File: src/rtl/int_to_fp_issue_arbiter.sv
// Round-robin sharing of one pipelined IntToFP unit between two issue ports.
// A LATENCY-deep tracker follows each issued op so its result returns to the right requester.
module int_to_fp_issue_arbiter #(
  parameter int LATENCY = 2,
  parameter int ID_W    = 6
) (
  input  logic                           clock,
  input  logic                           reset,
  input  logic [1:0]                     req_valid,
  output logic [1:0]                     req_ready,
  input  logic [127:0]                   req_in1,
  input  logic [15:0]                    req_ctrl,
  input  logic [2*ID_W-1:0]              req_id,
  input  logic [1:0]                     kill,
  output logic                           fu_in_valid,
  output logic [63:0]                    fu_in_bits_in1,
  output logic [7:0]                     fu_in_bits_ctrl,
  input  logic                           fu_out_valid,
  input  logic [63:0]                    fu_out_data,
  input  logic [3:0]                     fu_out_exc,
  output logic [1:0]                     resp_valid,
  output logic [63:0]                    resp_data,
  output logic [3:0]                     resp_exc,
  output logic [ID_W-1:0]                resp_id,
  output logic [$clog2(LATENCY+1)-1:0]   inflight,
  output logic                           err
);

  localparam int CNT_W = $clog2(LATENCY + 1);

  logic [1:0]         elig_s;
  logic [1:0]         grant_s;
  logic               gnt_port_s;
  logic               any_grant_s;
  logic [ID_W-1:0]    issue_id_s;
  logic               rr_last_r;

  logic [LATENCY-1:0] stg_valid_r;
  logic [LATENCY-1:0] stg_issued_r;
  logic [LATENCY-1:0] stg_port_r;
  logic [ID_W-1:0]    stg_id_r [LATENCY];

  logic               tail_valid_s;
  logic               tail_issued_s;
  logic               tail_port_s;
  logic [ID_W-1:0]    tail_id_s;
  logic               resp_hit_s;

  logic [CNT_W-1:0]   sup_cnt_r;
  logic               err_r;

  function automatic logic [CNT_W-1:0] count_valid(input logic [LATENCY-1:0] v);
    logic [CNT_W-1:0] n;
    n = '0;
    for (int k = 0; k < LATENCY; k++) begin
      n = n + CNT_W'(v[k]);
    end
    return n;
  endfunction

  // Arbitration: killed ports are ineligible; on a tie the port that did not win last goes.
  always_comb begin
    elig_s     = req_valid & ~kill;
    grant_s    = 2'b00;
    gnt_port_s = 1'b0;
    if (reset) begin
      grant_s    = 2'b00;
      gnt_port_s = 1'b0;
    end else begin
      case (elig_s)
        2'b01: begin
          grant_s    = 2'b01;
          gnt_port_s = 1'b0;
        end
        2'b10: begin
          grant_s    = 2'b10;
          gnt_port_s = 1'b1;
        end
        2'b11: begin
          if (rr_last_r) begin
            grant_s    = 2'b01;
            gnt_port_s = 1'b0;
          end else begin
            grant_s    = 2'b10;
            gnt_port_s = 1'b1;
          end
        end
        default: begin
          grant_s    = 2'b00;
          gnt_port_s = 1'b0;
        end
      endcase
    end
  end

  assign any_grant_s = |grant_s;
  assign req_ready   = grant_s;

  // Issue mux: the granted port's operand and controls go straight to the unit.
  always_comb begin
    fu_in_valid     = 1'b0;
    fu_in_bits_in1  = 64'd0;
    fu_in_bits_ctrl = 8'd0;
    issue_id_s      = '0;
    if (any_grant_s) begin
      fu_in_valid     = 1'b1;
      fu_in_bits_in1  = gnt_port_s ? req_in1[127:64] : req_in1[63:0];
      fu_in_bits_ctrl = gnt_port_s ? req_ctrl[15:8]  : req_ctrl[7:0];
      issue_id_s      = gnt_port_s ? req_id[2*ID_W-1:ID_W] : req_id[ID_W-1:0];
    end else begin
      fu_in_valid     = 1'b0;
      fu_in_bits_in1  = 64'd0;
      fu_in_bits_ctrl = 8'd0;
      issue_id_s      = '0;
    end
  end

  assign tail_valid_s  = stg_valid_r[LATENCY-1];
  assign tail_issued_s = stg_issued_r[LATENCY-1];
  assign tail_port_s   = stg_port_r[LATENCY-1];
  assign tail_id_s     = stg_id_r[LATENCY-1];

  // Tracker shift register; issued survives a kill so the error check still expects the result.
  always_ff @(posedge clock or posedge reset) begin
    if (reset) begin
      stg_valid_r  <= '0;
      stg_issued_r <= '0;
      stg_port_r   <= '0;
      for (int k = 0; k < LATENCY; k++) begin
        stg_id_r[k] <= '0;
      end
      rr_last_r    <= 1'b1;
    end else begin
      stg_valid_r[0]  <= any_grant_s & ~kill[gnt_port_s];
      stg_issued_r[0] <= any_grant_s;
      stg_port_r[0]   <= gnt_port_s;
      stg_id_r[0]     <= issue_id_s;
      for (int k = 1; k < LATENCY; k++) begin
        stg_valid_r[k]  <= stg_valid_r[k-1] & ~kill[stg_port_r[k-1]];
        stg_issued_r[k] <= stg_issued_r[k-1];
        stg_port_r[k]   <= stg_port_r[k-1];
        stg_id_r[k]     <= stg_id_r[k-1];
      end
      if (any_grant_s) begin
        rr_last_r <= gnt_port_s;
      end else begin
        rr_last_r <= rr_last_r;
      end
    end
  end

  // Response steering from the tracker tail; a kill this cycle drops the result.
  always_comb begin
    resp_hit_s = ~reset & tail_valid_s & fu_out_valid & ~kill[tail_port_s];
    resp_valid = 2'b00;
    resp_data  = 64'd0;
    resp_exc   = 4'd0;
    resp_id    = '0;
    if (resp_hit_s) begin
      resp_valid = tail_port_s ? 2'b10 : 2'b01;
      resp_data  = fu_out_data;
      resp_exc   = fu_out_exc;
      resp_id    = tail_id_s;
    end else begin
      resp_valid = 2'b00;
      resp_data  = 64'd0;
      resp_exc   = 4'd0;
      resp_id    = '0;
    end
  end

  // Sticky tracker/unit disagreement flag, blind while pre-reset results may still drain out.
  always_ff @(posedge clock or posedge reset) begin
    if (reset) begin
      sup_cnt_r <= CNT_W'(LATENCY);
      err_r     <= 1'b0;
    end else if (sup_cnt_r != '0) begin
      sup_cnt_r <= sup_cnt_r - CNT_W'(1);
      err_r     <= err_r;
    end else begin
      sup_cnt_r <= sup_cnt_r;
      err_r     <= err_r | (fu_out_valid ^ tail_issued_s);
    end
  end

  assign inflight = count_valid(stg_valid_r);
  assign err      = err_r;

endmodule
File: config.mk
export PLATFORM = sky130hd
export DESIGN_NAME = int_to_fp_issue_arbiter
export DESIGN_NICKNAME = d
export VERILOG_FILES = /design/src/rtl/int_to_fp_issue_arbiter.sv
export SDC_FILE = /design/constraint.sdc
export NUM_CORES = 1
export LEC_CHECK = 0
export CAP_MARGIN = 20
export CORE_AREA = 4 4 149 151
export CTS_CLUSTER_SIZE = 20
export DETAILED_ROUTE_END_ITERATION = 10
export DIE_AREA = 0 0 153 155
export PLACE_DENSITY = 0.55
export SETUP_SLACK_MARGIN = 0.3
export SYNTH_ARGS = -nofsm -noshare
export SYNTH_HDL_FRONTEND = slang
export SYNTH_SLANG_ARGS = --single-unit
export TNS_END_PERCENT = 30
File: constraint.sdc
create_clock -name clock -period 2.8 [get_ports clock]
set_input_delay 0.7 -clock clock [delete_from_list [all_inputs] [get_ports clock]]
set_output_delay 0.7 -clock clock [all_outputs]
set_load 0.02 [all_outputs]
# --- Word-level counts from Yosys, hierarchy flattened ---
# Cells that the tools add are included.
word_totals:
  output_inout_bits: 154
  reg_bits: 22
  elab_cells: 55
classes:
  magnitude_cmp: 3
  n_addsub: 2
  reduce_logical: 2
  muxes: 24
  n_bitwise: 13
  n_eq_ne: 3
ops:
  columns: ["cell", "n"]
  rows:
  - ["$mux W64", 3]
  - ["$mux W6", 3]
  - ["$mux W8", 2]
  - ["$mux W1", 9]
  - ["$mux W2", 4]
  - ["$lt A1 B2 Y1 const B", 3]
  - ["$pmux W2 S3", 1]
  - ["$and A1 B1 Y1", 5]
  - ["$eq A2 B2 Y1 const B", 2]
  - ["$mux W4", 1]
  - ["$not A1 Y1", 4]
  - ["$add A1 B1 Y2", 1]
  - ["$and A2 B2 Y2", 1]
  - ["$eq A2 B1 Y1 const B", 1]
  - ["$not A2 Y2", 1]
  - ["$pmux W1 S2", 1]
  - ["$reduce_bool A2 Y1", 1]
  - ["$reduce_or A2 Y1", 1]
  - ["$sub A2 B1 Y2 const B", 1]
  - ["$or A1 B1 Y1", 1]
  - ["$xor A1 B1 Y1", 1]

# --- Depth between registers and ports, before layout ---
logic_depth:
  word_depth: 9
  mapped_depth: 6
  mapped_depth_nobuf: 3

# --- Least setup slack after synthesis ---
# Ideal clock, no wire load.
synth_path:
  path_type: "in2out"
  startpoint: "input port reset"
  endpoint: "output port fu_in_bits_in1[54]"
  path_slack_ps: 4
  arrival_time_ps: 2096
  stages: 4
  t_required_ps: 2100
  n_path_buf: 1
  path_cell_list: "inv_2 -> clkbuf_1 -> o2111ai_1 -> nand2_1"
synth_between:
  elab_chain_cells: 3
  elab_cells_between_ends: 5
  cone_classes: "mux: 4; reduce/logical: 1"
synth_lines:
  columns: ["item", "line", "source"]
  rows:
  - ["start, declared", "8", "input logic reset,"]
  - ["$mux W1 or $mux W2 (tied branches)", "66", "if (reset) begin"]
  - ["$mux W64 or $reduce_or A2 Y1 (tied branches)", "107, 96", null]
  - ["$mux W64 (*)", "105", "if (any_grant_s) begin"]
  - ["end, declared", "16", "output logic [63:0] fu_in_bits_in1,"]
# Mark *: on every way between the ends. The rest lies on a longest branch, timed or not.

# --- Worst setup path in the final report ---
layout_path:
  startpoint: "input port kill[1]"
  endpoint: "output port fu_in_bits_in1[54]"
layout_between:
  elab_chain_cells: 7
  elab_cells_between_ends: 12
  cone_classes: "eq/ne: 3; mux: 6; bitwise: 2; reduce/logical: 1"
layout_lines:
  columns: ["item", "line", "source"]
  rows:
  - ["start, declared", "14", "input logic [1:0] kill,"]
  - ["$not A2 Y2 (*)", "63", "elig_s = req_valid & ~kill;"]
  - ["$and A2 B2 Y2 (*)", "63", null]
  - ["$eq A2 B2 Y1 or $eq A2 B1 Y1 (tied branches)", "70", "case (elig_s)"]
  - ["$pmux W2 S3 or $pmux W1 S2 (tied branches)", "70", null]
  - ["$mux W2 or $mux W1 (tied branches)", "66", null]
  - ["$reduce_or A2 Y1 or $mux W64 (tied branches)", "96, 107", null]
  - ["$mux W64 (*)", "105", null]
# Marked as above.

==> out/summary.log <==
qor: outcome.status complete, no violations
qor: floorplanning.floorplan_die_area 0.0237 mm2
qor: critical_path.critical_path_cell_by_cell buf_12 -> buf_6 -> nand2b_4 -> buf_12 -> buf_12 -> buf_16 -> o2111ai_4 -> nand2_2 -> buf_6
qor: logic_synthesis.synth_fp_nets 651
qor: drt.dr_total_vias 5112
qor: timing.timing.final.max_slew_violations 0
qor: timing.report.final.hold_viol_count 0
qor: timing.tightest_pin_transition 0.343 ns
qor: drt.routed_via_density 4.56
qor: min_path.whs_path_depth 0
qor: clock_network.cts.sink_count 22
qor: critical_path.critical-path-top-cell-by-count sky130_fd_sc_hd__buf_12
qor: cells_and_area.syn2layout_area_growth 193%
qor: critical_path.worst_r2r_path_depth 5
qor: timing.grt_setup_unrepaired true
qor: clock_network.cts_htree_levels 1
qor: drt.number_of_violations_reported_at_the_end_of_detailed_routing_iteration_0 154
qor: cells_and_area.postLayoutCoreUtil 41.8%
qor: place.dpl.hpwl 15500 um
qor: timing.max_freq 382 MHz
qor: clock_network.clock_tree_from_tritoncts built
qor: global_routing.first_pass_grt_wire_length 33100 um
qor: critical_path.timing.critical_path.slowest_stage_cell sky130_fd_sc_hd__nand2b_4
qor: pwr.leakage 3.97 nW
qor: clock_network.cts.root.buffer_cell sky130_fd_sc_hd__clkbuf_16
qor: critical_path.crit_path_start_kind input port
qor: clock_network.cts_buffer_depth 2
qor: clock_network.number_of_buffers_inserted_during_clock_tree_synthesis 3
qor: floorplanning.design.core.area 0.0208 mm2
qor: global_routing.gr-total-overflow 0
qor: floorplanning.dieHeight 155 um
qor: timing.skew 0.00195 ns
qor: global_routing.use_met3 3.98%
qor: timing.final.hold.worst_slack 0.347 ns
qor: logic_synthesis.postSynthAreaPerCell 7.12 um2
qor: critical_path.critPathMaxStageDelay 0.18 ns
qor: timing.setup_tns 0 ns
qor: floorplanning.number_of_placement_rows 53
qor: global_routing.grt_max_degree 52
qor: logic_synthesis.ys_warns 0
qor: global_routing.globalRouteMet2Util 34.0%
qor: cells_and_area.num-nets-final 1081
qor: pwr.peakVddDrop 0.186 mV
qor: timing.period_needed 2.61 ns
qor: clock_network.insertion_delay 0.25 ns
qor: global_routing.first_global_vias 5181
qor: critical_path.worst_ep_required_time 2.10 ns
qor: logic_synthesis.synth-seq-cells 22
qor: min_path.worst_hold_path_type reg2reg
qor: timing.max_slew_margin 77.1%
qor: global_routing.gr-usage-met1 21.7%
qor: drt.residual_drc_count 0
qor: global_routing.grt_antenna_before_repair 1
qor: global_routing.top_usage_layer met2
qor: logic_synthesis.synthesis.area 0.00298 mm2
qor: clock_network.reg_clk_slew_reported_paths 0.06 ns
qor: logic_synthesis.yosysUniqueCellTypes 28
qor: cells_and_area.layout-drive-gt1-share 43.9%
qor: pwr.total_power 1.75 mW
qor: cells_and_area.layout.cells.most_common sky130_fd_sc_hd__clkdlybuf4s50_1
qor: timing.post-route-period-util 93.4%
qor: drt.dr.pass1.iters 4
qor: critical_path.worstSetupPathType in2out
qor: critical_path.path_max_fanout 6
qor: cells_and_area.antenna_cells 0
qor: drt.final_wirelength 24000 um
qor: floorplanning.initial_core_util 14.3%
qor: cells_and_area.commonest_cells_after_routing_fill_and_taps_aside sky130_fd_sc_hd__clkdlybuf4s50_1 (227), sky130_fd_sc_hd__buf_6 (91), sky130_fd_sc_hd__nand2_1 (72)
qor: logic_synthesis.synth-seq-area-share 18.6%
qor: timing.setup-violations-final 0
qor: drt.ant_nets 0
qor: critical_path.nature_of_the_critical_path_endpoint output pin
qor: floorplanning.io_pins 385
qor: logic_synthesis.synthCells 418
qor: flow_run.drv.max_cap_violation_count 0
qor: place.buffer_ports.inserted 384
qor: place.finalWeightedCongestion 0.804
qor: critical_path.arrival 1.91 ns
qor: drt.routedWlPerCell 21.4 um
qor: floorplanning.die_width 153 um
qor: global_routing.grt.total_usage 18.1%
qor: clock_network.cts_hold_buf 0
qor: pwr.total_power_divided_by_cell_area 201 mW/mm2
final timing paths:
check	from	end	slack, ns
max in group asynchronous	reset	stg_id_r[10]	1.69
min in group asynchronous	reset	stg_port_r[0]	0.66
min reg2reg	stg_id_r[9]	tail_id_s[3]	0.35
max reg2reg	rr_last_r	rr_last_r	1.34
min	stg_id_r[9]	tail_id_s[3]	0.35
max	kill[1]	fu_in_bits_in1[54]	0.19
layer usage:
layer / wire (um) / vias up
met1: 9510 / 2420
met3: 1670 / 18
met2: 12500 / 266
met4: 269 / 2
met5: 13 / -
li1: - / 2406
worst max-delay path, delay by kind of cell:
family          cells  cell delay (ns)
buf+inv             6             0.76
compound gates      1             0.18
simple gates        2             0.25
metrics by stage:
step	instances	setup WS (ns)	cell area, um2
after global placement	1061	-0.720	7390
final	1122	0.185	8710
after floorplan	418	0.475	2980
after detailed placement	1061	-0.682	7390
after CTS	1111	0.0602	8380
after global routing	1122	0.140	8710
synth_stat cells:
cell / n / area, um2
sky130_fd_sc_hd__a211oi_2: 1 / 12.5
sky130_fd_sc_hd__a21o_1: 2 / 15.0
sky130_fd_sc_hd__and2_1: 34 / 213
sky130_fd_sc_hd__and2_2: 43 / 323
sky130_fd_sc_hd__buf_2: 15 / 75.1
sky130_fd_sc_hd__buf_4: 1 / 7.51
sky130_fd_sc_hd__buf_6: 1 / 11.3
sky130_fd_sc_hd__buf_8: 6 / 90.1
sky130_fd_sc_hd__clkbuf_1: 36 / 135
sky130_fd_sc_hd__dfrtp_1: 20 / 500
sky130_fd_sc_hd__dfstp_2: 2 / 52.6
sky130_fd_sc_hd__ha_1: 2 / 25.0
sky130_fd_sc_hd__inv_1: 2 / 7.51
sky130_fd_sc_hd__inv_2: 1 / 3.75
sky130_fd_sc_hd__mux2i_1: 2 / 20.0
sky130_fd_sc_hd__nand2_1: 79 / 297
sky130_fd_sc_hd__nand2b_1: 1 / 6.26
sky130_fd_sc_hd__nand3_1: 78 / 390
sky130_fd_sc_hd__nand3b_1: 1 / 7.51
sky130_fd_sc_hd__nand3b_4: 1 / 20.0
sky130_fd_sc_hd__nor2_1: 4 / 15.0
sky130_fd_sc_hd__nor2b_1: 3 / 18.8
sky130_fd_sc_hd__nor3_1: 1 / 5.00
sky130_fd_sc_hd__nor3b_1: 1 / 7.51
sky130_fd_sc_hd__nor3b_4: 1 / 18.8
sky130_fd_sc_hd__o2111ai_1: 78 / 683
sky130_fd_sc_hd__xnor2_1: 1 / 8.76
sky130_fd_sc_hd__xor2_1: 1 / 8.76
power breakdown:
group	leakage (nW)	switching, mW	total, mW	internal, mW
registers	0.285	0.00952	0.345	0.335
logic	3.64	0.471	1.07	0.603
clock network	0.0442	0.112	0.330	0.218
total	3.97	0.593	1.75	1.16
cells by family (layout without fill, tap and decap cells):
family | count (synthesis) | count (layout) | synth area share (%)
AND/OR/NAND/NOR | 247 | 247 | 44.4
XOR/XNOR | 2 | 2 | 0.588
multiplexers | 2 | 2 | 0.672
adder cells (fa/ha/maj) | 2 | 2 | 0.840
flip-flops | 22 | 22 | 18.6
buffers and inverters | 62 | 491 | 11.1
AO/OA/AOI/OAI | 81 | 81 | 23.9
layout make-up:
type | instances | area [um2]
Timing Repair Buffer | 484 | 5270
Sequential cell | 22 | 553
Fill cell | 2075 | 12100
Inverter | 3 | 16.3
Multi-Input combinational cell | 334 | 2440
Tap cell | 275 | 344
Clock buffer | 4 | 88.8
flip-flops by register name (all words and copies together), names as in the netlist:
register / flops
stg_issued_r: 2
stg_port_r: 2
stg_valid_r: 2
rr_last_r: 1
err: 1
tail_id_s: 6
stg_id_r: 6
sup_cnt_r: 2
timing repair:
action / CTS / global route
pin swaps: 25 / 45
resized for setup: 552 / 317
cloned: 18 / 8
setup endpoints to repair: 151 / 149
buffers inserted: 28 / 3
No activity file was read; power rests on OpenSTA's default activity.
